## config.mk

```make
export PLATFORM = sky130hd
export DESIGN_NAME = sevenseg_mux_ctrl
export DESIGN_NICKNAME = d
export VERILOG_FILES = /design/src/rtl/sevenseg_mux_ctrl.sv
export SDC_FILE = /design/constraint.sdc
export NUM_CORES = 1
export LEC_CHECK = 0
export CAP_MARGIN = 40
export CORE_UTILIZATION = 60
export DETAILED_ROUTE_END_ITERATION = 10
export PLACE_DENSITY = 0.81
export SLEW_MARGIN = 20
export SYNTH_ARGS = -nofsm -noshare
export SYNTH_HDL_FRONTEND = slang
export SYNTH_SLANG_ARGS = --single-unit
```

## constraint.sdc

```tcl
create_clock -name clk -period 7.3 [get_ports clk]
set_input_delay 1.46 -clock clk [delete_from_list [all_inputs] [get_ports clk]]
set_output_delay 1.46 -clock clk [all_outputs]
set_load 0.02 [all_outputs]
```

## src/rtl/sevenseg_mux_ctrl.sv

```systemverilog
// Time-multiplexed seven-segment controller: per-digit hex/dp/blank register file,
// programmable refresh scan with a dead cycle at each digit switch and leading-zero blanking.
module sevenseg_mux_ctrl #(
    parameter int NUM_DIGITS     = 8,
    parameter int REFRESH_DIV    = 100000,
    parameter bit SEG_ACTIVE_LOW = 1'b1,
    parameter bit AN_ACTIVE_LOW  = 1'b1
) (
    input  logic                          clk,
    input  logic                          rst,
    input  logic                          wr_en,
    input  logic [$clog2(NUM_DIGITS)-1:0] wr_sel,
    input  logic [3:0]                    wr_data,
    input  logic                          wr_dp,
    input  logic                          wr_blank,
    input  logic                          clr,
    input  logic                          lz_en,
    output logic [6:0]                    seg,
    output logic                          dp,
    output logic [NUM_DIGITS-1:0]         an,
    output logic                          frame_done
);
    localparam int SW = $clog2(NUM_DIGITS);
    localparam int CW = $clog2(REFRESH_DIV);
    localparam logic [NUM_DIGITS-1:0] AN_OFF  = {NUM_DIGITS{AN_ACTIVE_LOW}};
    localparam logic [6:0]            SEG_OFF = {7{SEG_ACTIVE_LOW}};

    function automatic logic [6:0] hex_to_seg(input logic [3:0] h);
        case (h)
            4'h0:    hex_to_seg = 7'b1111110;
            4'h1:    hex_to_seg = 7'b0110000;
            4'h2:    hex_to_seg = 7'b1101101;
            4'h3:    hex_to_seg = 7'b1111001;
            4'h4:    hex_to_seg = 7'b0110011;
            4'h5:    hex_to_seg = 7'b1011011;
            4'h6:    hex_to_seg = 7'b1011111;
            4'h7:    hex_to_seg = 7'b1110000;
            4'h8:    hex_to_seg = 7'b1111111;
            4'h9:    hex_to_seg = 7'b1111011;
            4'hA:    hex_to_seg = 7'b1110111;
            4'hB:    hex_to_seg = 7'b0011111;
            4'hC:    hex_to_seg = 7'b1001110;
            4'hD:    hex_to_seg = 7'b0111101;
            4'hE:    hex_to_seg = 7'b1001111;
            default: hex_to_seg = 7'b1000111;
        endcase
    endfunction

    logic [3:0]            val_q [NUM_DIGITS];
    logic [NUM_DIGITS-1:0] dpb_q;
    logic [NUM_DIGITS-1:0] blank_q;
    logic [CW-1:0]         cnt_q, cnt_d;
    logic [SW-1:0]         idx_q, idx_d;
    logic [NUM_DIGITS-1:0] an_q, an_d;
    logic [6:0]            seg_q, seg_d;
    logic                  dp_q, dp_d;
    logic                  frame_q, frame_d;
    logic                  tick, last_idx;
    logic [NUM_DIGITS-1:0] sup, an_hot;
    logic                  lz_run, dark;

    // Write wins over clear for the addressed entry; out-of-range selects match nothing.
    always_ff @(posedge clk or posedge rst) begin
        if (rst) begin
            for (int i = 0; i < NUM_DIGITS; i++) val_q[i] <= 4'd0;
            dpb_q   <= '0;
            blank_q <= '0;
        end else begin
            for (int i = 0; i < NUM_DIGITS; i++) begin
                if (wr_en && (wr_sel == SW'(i))) begin
                    val_q[i]   <= wr_data;
                    dpb_q[i]   <= wr_dp;
                    blank_q[i] <= wr_blank;
                end else if (clr) begin
                    val_q[i]   <= 4'd0;
                    dpb_q[i]   <= 1'b0;
                    blank_q[i] <= 1'b0;
                end
            end
        end
    end

    assign tick     = (cnt_q == CW'(REFRESH_DIV - 1));
    assign last_idx = (idx_q == SW'(NUM_DIGITS - 1));

    // A digit is suppressed while every digit from the top down to it is an unblanked zero.
    always_comb begin
        lz_run = 1'b1;
        sup    = '0;
        for (int i = NUM_DIGITS - 1; i >= 0; i--) begin
            lz_run = lz_run & (val_q[i] == 4'd0) & ~blank_q[i];
            if (i != 0) sup[i] = lz_run & lz_en;
        end
    end

    always_comb begin
        cnt_d   = tick ? '0 : cnt_q + 1'b1;
        idx_d   = idx_q;
        if (tick) idx_d = last_idx ? '0 : idx_q + 1'b1;
        frame_d = tick & last_idx;
        an_hot  = '0;
        an_hot[idx_q] = 1'b1;
        dark    = blank_q[idx_q] | sup[idx_q];
        if (tick) begin
            an_d  = AN_OFF;
            seg_d = SEG_OFF;
            dp_d  = SEG_ACTIVE_LOW;
        end else begin
            an_d  = an_hot ^ AN_OFF;
            seg_d = (dark ? 7'd0 : hex_to_seg(val_q[idx_q])) ^ SEG_OFF;
            dp_d  = dpb_q[idx_q] ^ SEG_ACTIVE_LOW;
        end
    end

    always_ff @(posedge clk or posedge rst) begin
        if (rst) begin
            cnt_q   <= '0;
            idx_q   <= '0;
            an_q    <= AN_OFF;
            seg_q   <= SEG_OFF;
            dp_q    <= SEG_ACTIVE_LOW;
            frame_q <= 1'b0;
        end else begin
            cnt_q   <= cnt_d;
            idx_q   <= idx_d;
            an_q    <= an_d;
            seg_q   <= seg_d;
            dp_q    <= dp_d;
            frame_q <= frame_d;
        end
    end

    assign an         = an_q;
    assign seg        = seg_q;
    assign dp         = dp_q;
    assign frame_done = frame_q;
endmodule

```

==> After elaboration in Yosys (flattened, before gate mapping) <==
Memories as Yosys holds them, arrays and structs flattened.
Cells that the tools add are included.
{ "op_classes": {"n_addsub": 2, "order_cmp": 3, "eq_ne": 9, "mux": 44, "n_bitwise": 33, "reduce_logical": 25} }
{ "op_table": {"columns": ["op", "count"], "rows": [
  ["$mux W4", 11],
  ["$logic_not A4 Y1", 7],
  ["$mux W1", 22],
  ["$and A1 B1 Y1", 21],
  ["$mux W7", 3],
  ["$add A17 B1 Y17 const B", 1],
  ["$eq A17 B17 Y1 const B", 1],
  ["$mux W17", 1],
  ["$reduce_bool A2 Y1", 8],
  ["$eq A3 B3 Y1 const B", 5],
  ["$bmux W4 S3", 1],
  ["$bmux W1 S3", 3],
  ["$logic_and A1 B1 Y1", 9],
  ["$mux W8", 1],
  ["$not A1 Y1", 8],
  ["$not A8 Y8", 1],
  ["$not A7 Y7", 1],
  ["$eq A3 B2 Y1 const B", 2],
  ["$ge A4 B4 Y1 const B", 1],
  ["$lt A3 B4 Y1 const B", 1],
  ["$not A3 Y4", 1],
  ["$add A3 B1 Y3 const B", 1],
  ["$demux W1 S3", 1],
  ["$eq A3 B1 Y1 const B", 1],
  ["other kinds (4)", 4]
]} }
{ "word_totals": {"ff_bits": 85, "romBits": 112, "out_inout_bits": 17, "word_cells": 147, "n_memories": 1} }
{ "memory_table": {"columns": ["name", "depth", "word_bits", "read_ports", "rd_clocked_by_memory_dff", "write_ports", "line_no", "source"], "rows": [
  ["(name not given)", 16, 7, 1, 0, 0, "29", "case (h)"]
]} }

==> Depth between registers and ports, before layout <==
Gate-level depths: netlist of the first run.
{ "logic_depth": {"ltp_word": 21, "depth_mapped": 10} }

==> Least setup slack after synthesis of the first run <==
Ideal clock, no wire load.
{ "synth_timing": {"path_kind": "reg2reg", "start": "register idx_q[0]", "end": "register seg_q[3], in the netlist seg[3]", "setup_time_ns": 0.082, "t_arrival_ns": 2.370, "t_required_ns": 7.218, "setup_slack_ns": 4.848, "path_stages_with_launch": 9, "synth_period_minus_slack_ns": 2.452, "cell_sequence": "dfrtp_1 > buf_6 > buf_8 > mux4_1 > mux2i_4 > inv_1 > ha_1 > mux4_1 > or2_1"} }
{ "synth_via": {"elab_chain_len": 9, "elab_cells_between_ends": 14, "cone_classes": "10 x mux; 3 x bitwise; 1 x memory"} }
{ "synth_rtl": {"columns": ["item", "line_no", "source"], "rows": [
  ["start, declared", "53", "logic [SW-1:0] idx_q, idx_d;"],
  ["start signal, assigned", "125", "idx_q <= idx_d;"],
  ["$not A3 Y4 (implied by the code)", "110", "seg_d = (dark ? 7'd0 : hex_to_seg(val_q[idx_q])) ^ SEG_OFF;"],
  ["$bmux W4 S3", "110", null],
  ["$mux W4 (implied by the code) (2 in a row)", "110", null],
  ["$mem_v2 Z16 W7", null, null],
  ["$mux W7", "104", "if (tick) begin"],
  ["$mux W7 *", "110", null],
  ["$not A7 Y7 (no source line) *", null, null],
  ["$mux W7 *", "104", null],
  ["named net seg_d[3]", "55", "logic [6:0] seg_q, seg_d;"],
  ["end signal, assigned", "127", "seg_q <= seg_d;"],
  ["end, declared", "55", null]
]} }
Mark *: on every way through the listed nets, which the timed path passes. The rest lies on a longest branch. The select of a mux whose other input is x is not followed.
A chain may end at the register's enable or synchronous reset.

==> Final worst setup path of the first run <==
{ "layout_timing": {"start": "register idx_q[1]", "end": "register seg_q[3], in the netlist seg[3]"} }
Same word-level chain as after synthesis.

==> summary.txt, run 1 <==
Library cells used by synthesis = 57
Switching portion of total power = 0.2430
Max Fclk = 0.3377 GHz
Final hold slack = 0.4861 ns
Per-cell routed wire length = 16.37 microns
CTS tree = yes
RR Startpoint = idx_q[1]
Die ar. = 7642 sq um
Hold path cells = 1
Final Cycle Share = 0.4057
Root Buffer = clkbuf_8
Top FF cell, synth = dfrtp_1
Hold_buf cts = 0
Final min period = 2.961 ns
Measured slew at the worst slew-check pin = 0.8052 ns
First-pass GRT wire length = 15.44 mm
Final setup violation count = 0
Logic gate share of total power = 0.091
Worst hold path endpoint = cnt_q[0]
Syn Std Cell Area = 4378 sq um
RR Endpoint = seg[3]
I/O Buffers = 30
Startpoint Class = flop
Via density = 5.817
Crit path DAT = 3.25 ns
Total of max-cap violations = 0
CP Capture Type = flop
Footprint of the multi-input gates = 2038 sq um
Largest net degree at the start of global routing = 49
Setup bufs post-CTS = 0
Syn Area/Cell = 9.905 sq um
GPL Wtd Cong = 0.8242
Post-synth EDFFs = 0
CTS buffer count = 9
Cells after Synth = 442
Post-route ant nets = 0
Commonest non-fill, non-tap cell in the layout = nand2_1
Sequential share of the synthesized area = 0.4904
Cell area power density = 183.3 nW/um^2
Vias after detailed routing = 3275
Clock transition at path regs = 0.08 ns
Layout cells sized above 1 = 0.1071
Vias in the first global route = 3153
Initial antenna violation count = 0
Die height = 87.42 microns
Post-Layout Cell Count = 563
Sw Pwr = 0.2185 mW
Layout Skew = 0.006963 ns
R2R cell count = 8
Detailed-route DRC error count = 0
Total GRT Usage = 0.2681
Placeable Area = 6907 sq um
Initial core utilization = 0.6339
# diodes = 0
Sum Neg Setup Slack = 0 ns
Gr ovfl total = 0
Worst-skew pair later-pin latency = 0.35 ns
Slew HR = 0.4632
R2R setup slack = 4.34 ns
Row cnt = 30
Starting DRC count in detailed routing = 230
Max clock buf depth = 2
Seq cells post-synth = 85
Status = finished clean
First-pass DRT Iterations = 5
Crit-path max FO = 22
Part of the power in the clock network = 0.360
Dpl hpwl = 6.271 mm
Chip Width = 87.42 microns
Internal power = 0.6805 mW
Total wire length = 9.214 mm
Final nets = 485
Syn-to-layout area delta = 12.03%
Reg power frac = 0.550
Dpl cells = 545
Pwr Total = 0.8990 mW
IO Count = 31
Share of synthesized registers carrying an async set or reset = 1.000
Post_cts resized = 0
Max Slew Vio Count = 0
HP Class = flop to flop
RSZ-0062 raised after global routing = no
Synth Warn # = 0
Crit path kind = flop to flop
Leakage Power = 2.089 nW
Most frequent cells in the layout = 72 x nand2_1, 69 x dfrtp_1, 52 x o21ai_0
Clock sinks = 85
Fill cells = 536
Final hold vios = 0
Worst setup path start = idx_q[1]
Maximum vdd drop = 0.00008778 V
Post-Syn Nets = 465
HP Start = cnt_q[0]
Crit path required time = 7.59 ns
Sequential cell area = 2147 sq um
H-tree Lvls = 3
per-layer routing:
layer / up-vias / global-route usage / share of wire
li1: 1552 / - / -
met1: 1582 / 0.3699 / 0.45
met2: 123 / 0.4297 / 0.48
met3: 18 / 0.05118 / 0.060
met4: 0 / 0.08644 / 0.018
met5: - / 0 / 0
how the worst max path moves through the flow:
stage | end | cells past startpoint | slack (ns)
CTS | seg[4] | 1 | 4.34
detailed placement | blank_q[0] | 4 | 4.09
floorplan | blank_q[0] | 1 | 3.67
global route | seg[3] | 8 | 4.16
finish | seg[3] | 8 | 4.34
global placement | val_q[30] | 4 | 4.19
registers in the layout, summed over array words and instances, names as in the netlist:
name / flops
seg: 7
dp: 1
dpb_q: 8
frame_done: 1
an: 8
cnt_q: 17
idx_q: 3
blank_q: 8
val_q: 32
critical path: stages (launching register included):
cell and delay [ns]:
dfrtp_1 0.87, nor2b_1 0.39, a22o_1 0.20, a211o_1 0.24, inv_1 0.13, ha_1 0.32
inv_1 0.04, mux4_1 0.48, or2_1 0.22
cells in the mapped netlist, types with 3 or more instances:
master,instances,area share
xor2_1,6,0.012
mux2i_1,6,0.014
clkbuf_2,5,0.0057
nand3_1,10,0.011
nand2b_1,49,0.070
clkbuf_1,13,0.011
ha_1,9,0.026
or4_1,5,0.0086
nand2_1,72,0.062
mux4_1,3,0.018
dfstp_2,16,0.096
dfrtp_1,69,0.39
nor2_1,28,0.024
mux2i_4,3,0.015
inv_1,11,0.0094
nor3_1,10,0.011
mux4_2,4,0.021
a211o_1,3,0.0060
o2111ai_1,3,0.0060
o21ai_0,52,0.059
buf_2,5,0.0057
nor2b_1,6,0.0086
xnor2_1,8,0.016
area by class of cell:
| cell class | instances | share of cell area |
|---|---|---|
| sequential | 85 | 0.4378 |
| multi-input combinational | 318 | 0.4156 |
| timing repair buffer | 37 | 0.07347 |
| clock buffer | 13 | 0.03648 |
| tap | 96 | 0.02449 |
| inverter | 11 | 0.008673 |
| clock inverter | 3 | 0.003571 |
metrics by stage:
stage            util  setup WS [ns]  cell area (sq um)
2_1_floorplan       -          3.673               4378
3_3_place_gp   0.6763          4.190               4671
3_5_place_dp   0.6803          4.088               4698
4_1_cts        0.7087          4.343               4895
5_1_grt        0.7101          4.158               4905
6_report       0.7101          4.339               4905
kinds of logic (layout without fill, tap and decap cells):
| family | count (synthesis) | after routing | synth area share |
|---|---|---|---|
| xor gates and xnor gates | 14 | 14 | 0.02801 |
| buffers and inverters | 39 | 64 | 0.04401 |
| and+or+nand+nor | 198 | 198 | 0.2264 |
| AOI/OAI and AO/OA | 80 | 80 | 0.1152 |
| adders and majority gates | 9 | 9 | 0.02572 |
| muxes | 17 | 17 | 0.07031 |
| DFF | 85 | 85 | 0.4904 |
power by group through the flow:
stage,registers (mW),clock network [mW],logic (mW)
floorplan,0.505,0,0.0489
global placement,0.502,0,0.0777
detailed placement,0.503,0,0.0814
CTS,0.494,0.327,0.0816
global route,0.495,0.343,0.0900
finish,0.494,0.323,0.0816
Note: power is estimated with default switching activity, not from simulation.
==> run 2: changes to the inputs <==
Settings changed: CORE_UTILIZATION 60 to 59, PLACE_DENSITY 0.81 to 0.8.
Clock period 7.3 ns to 3 ns, I/O delays scaled along.
==> run 2 against run 1 <==
Effect of this change:
- count of clock-buffer cells in the layout grew 1
- sequential cell count is the same
- final area up 0.87%
- register-to-register slack worse by 4.1 ns
- critical path depth up 2
- core utilization down 2.4 points
- combinational power up 140%
- worst setup slack got worse by 4.1 ns
- global-route usage shrank 0.76 points
- first-iteration DRC count rose by 7.0%
- total power grew 140%
- fmax increased by 5.8%
- critical endpoint unchanged
- largest cell class unchanged
==> summary.txt, run 2 (same netlist as run 1, synthesis figures left out) <==
Top Usage Layer GRT = met2
Layout cells sized above 1 = 0.1083 (+0.001214)
# diodes = 0 (unchanged)
Sw Pwr = 0.5033 mW (+130%)
Row cnt = 31 (+3.3%)
Maximum vdd drop = 0.0003482 V (+300%)
Crit path kind = flop to flop
Max clock buf depth = 2 (unchanged)
Final hold vios = 0 (unchanged)
Footprint of the multi-input gates = 2038 sq um (unchanged)
H-tree Lvls = 3 (unchanged)
Starting DRC count in detailed routing = 246 (+7.0%)
Max reg flops = 32 (unchanged)
Die ar. = 7769 sq um (+1.7%)
GR Layer Usage met3 = 0.05561 (+0.004423)
Layout Skew = 0.01086 ns (+0.003894 ns)
Met1 usage = 0.3543 (-0.01562)
Most flop-heavy register = val_q
Dpl hpwl = 6.508 mm (+3.8%)
Status = finished clean
Max incr delay on CP = 0.57 ns (-0.30 ns)
Initial core utilization = 0.6068 (-0.02704)
Vias in the first global route = 3005 (-4.7%)
Syn-to-layout area delta = 13.00%
Sequential cell area = 2147 sq um (unchanged)
Crit path required time = 3.27 ns (-4.32 ns)
Design Area, Final = 4947 sq um (+0.87%)
Worst-skew pair later-pin latency = 0.35 ns (about the same)
Post-route ant nets = 0 (unchanged)
Total wire length = 9.275 mm (+0.66%)
Met2 GRT Util = 0.4200 (-0.009673)
Part of the power in the clock network = 0.362 (+0.002)
Root Buffer = clkbuf_8
Slew HR = 0.4665 (+0.003320)
Detailed-route DRC error count = 0 (unchanged)
IO Count = 31 (unchanged)
First-pass DRT Iterations = 4 (-1)
Final min period = 2.799 ns (-0.1625 ns)
Clock sinks = 85 (unchanged)
Leakage Power = 2.111 nW (+1.0%)
Crit-path max FO = 11 (-50%)
GPL Wtd Cong = 0.9005 (+9.3%)
Fill cells = 584 (+9.0%)
Total GRT Usage = 0.2605 (-0.007584)
Top flop regs = val_q: 32 flops, cnt_q: 17 flops
Internal power = 1.696 mW (+150%)
Logic gate share of total power = 0.090 (about the same)
Cell area power density = 444.5 nW/um^2 (+140%)
Reg power frac = 0.547 (-0.003)
CP cell instances = buf_4, buf_4, nand4b_1, o21ai_0, a211o_1, inv_1, ha_1, inv_1, mux4_1, or2_1
Final setup violation count = 0 (unchanged)
Via density = 5.746 (-1.2%)
I/O Buffers = 30 (unchanged)
Setup bufs post-CTS = 0 (unchanged)
Commonest non-fill, non-tap cell in the layout = nand2_1
Total of max-cap violations = 0 (unchanged)
Startpoint Class = flop
Post_cts resized = 0 (unchanged)
Hold_buf cts = 0 (unchanged)
Final nets = 490 (+1.0%)
Sum Neg Setup Slack = 0 ns (unchanged)
Placeable Area = 7214 sq um (+4.5%)
Clock transition at path regs = 0.08 ns (about the same)
Final hold slack = 0.4892 ns (+0.003046 ns)
Measured slew at the worst slew-check pin = 0.7973 ns (-0.007925 ns)
Chip Width = 88.14 microns (+0.82%)
Largest net degree at the start of global routing = 53 (+8.2%)
CTS tree = yes
CTS buffer count = 9 (unchanged)
Gr ovfl total = 0 (unchanged)
HP Class = flop to flop
Max Fclk = 0.3573 GHz (+5.8%)
CP Capture Type = flop
Per-cell routed wire length = 16.27 microns (-0.57%)
Most frequent cells in the layout = 72 x nand2_1, 69 x dfrtp_1, 52 x o21ai_0
Dpl cell area = 4755 sq um (+1.2%)
Crit path DAT = 3.07 ns (-0.18 ns)
Switching portion of total power = 0.2289 (-0.01413)
RSZ-0062 raised after global routing = no
Vias after detailed routing = 3275 (unchanged)
Initial antenna violation count = 0 (unchanged)
Worst path slowest cell = dfrtp_1
Die height = 88.14 microns (+0.82%)
Final Cycle Share = 0.9330 (+0.5273)
Max Slew Vio Count = 0 (unchanged)
First-pass GRT wire length = 15.08 mm (-2.3%)
## run 2: changes by cell type in the layout (fill, tap and decap cells not counted), sizes merged
cell,change
clkinv,-2
bufinv,+1
buf,+6
clkinvlp,-1
## run 2: cell type report
class                           instances  area share
Sequential cell                        85      0.4340
Tap cell                               99     0.02504
Clock buffer                           14     0.03288
Multi-Input combinational cell        318      0.4120
Inverter                               11    0.008599
Timing Repair Buffer                   42     0.08144
Clock inverter                          1    0.006070
## run 2: power by group through the flow
stage / registers [mW] / logic, mW / clock network [mW]
floorplan: 1.23 / 0.119 / 0
global placement: 1.22 / 0.192 / 0
detailed placement: 1.23 / 0.198 / 0
CTS: 1.20 / 0.199 / 0.810
global route: 1.21 / 0.218 / 0.851
finish: 1.20 / 0.198 / 0.797
## run 2: critical path: cells and delay by family (launching register included)
kind	cells	cell delay [ns]
adder cells (fa/ha/maj)	1	0.32
AND/OR/NAND/NOR	2	0.32
multiplexers	1	0.50
buffers and inverters	4	0.66
flip-flops	1	0.57
AO/OA/AOI/OAI	2	0.36
## run 2: path summary, 6_finish.rpt
| path | startpoint | to | slack, ns | depth (start not counted) |
|---|---|---|---|---|
| max in group asynchronous | rst | seg[6] | 1.66 | 3 |
| max reg2reg | idx_q[0] | seg[3] | 0.20 | 10 |
| min reg2reg | cnt_q[0] | cnt_q[0] | 0.49 | 1 |
| min in group asynchronous | rst | val_q[7] | 0.61 | 2 |
| min | cnt_q[0] | cnt_q[0] | 0.49 | 1 |
| max | idx_q[0] | seg[3] | 0.20 | 10 |
## run 2: through the flow
stage / utilization / instances / setup WS (ns) / total power [mW]
6_report: 0.6857 / 570 / 0.2010 / 2.199
3_3_place_gp: 0.6590 / 555 / 0.4382 / 1.417
2_1_floorplan: - / 442 / 0.2330 / 1.348
4_1_cts: 0.6857 / 570 / 0.2041 / 2.212
3_5_place_dp: 0.6590 / 555 / 0.2420 / 1.423
5_1_grt: 0.6857 / 570 / 0.09898 / 2.276
## run 2: layer usage
layer  vias up  share of wire
li1       1557              -
met1      1599           0.44
met2       104           0.48
met3        15          0.058
met4         0          0.017
met5         -              0
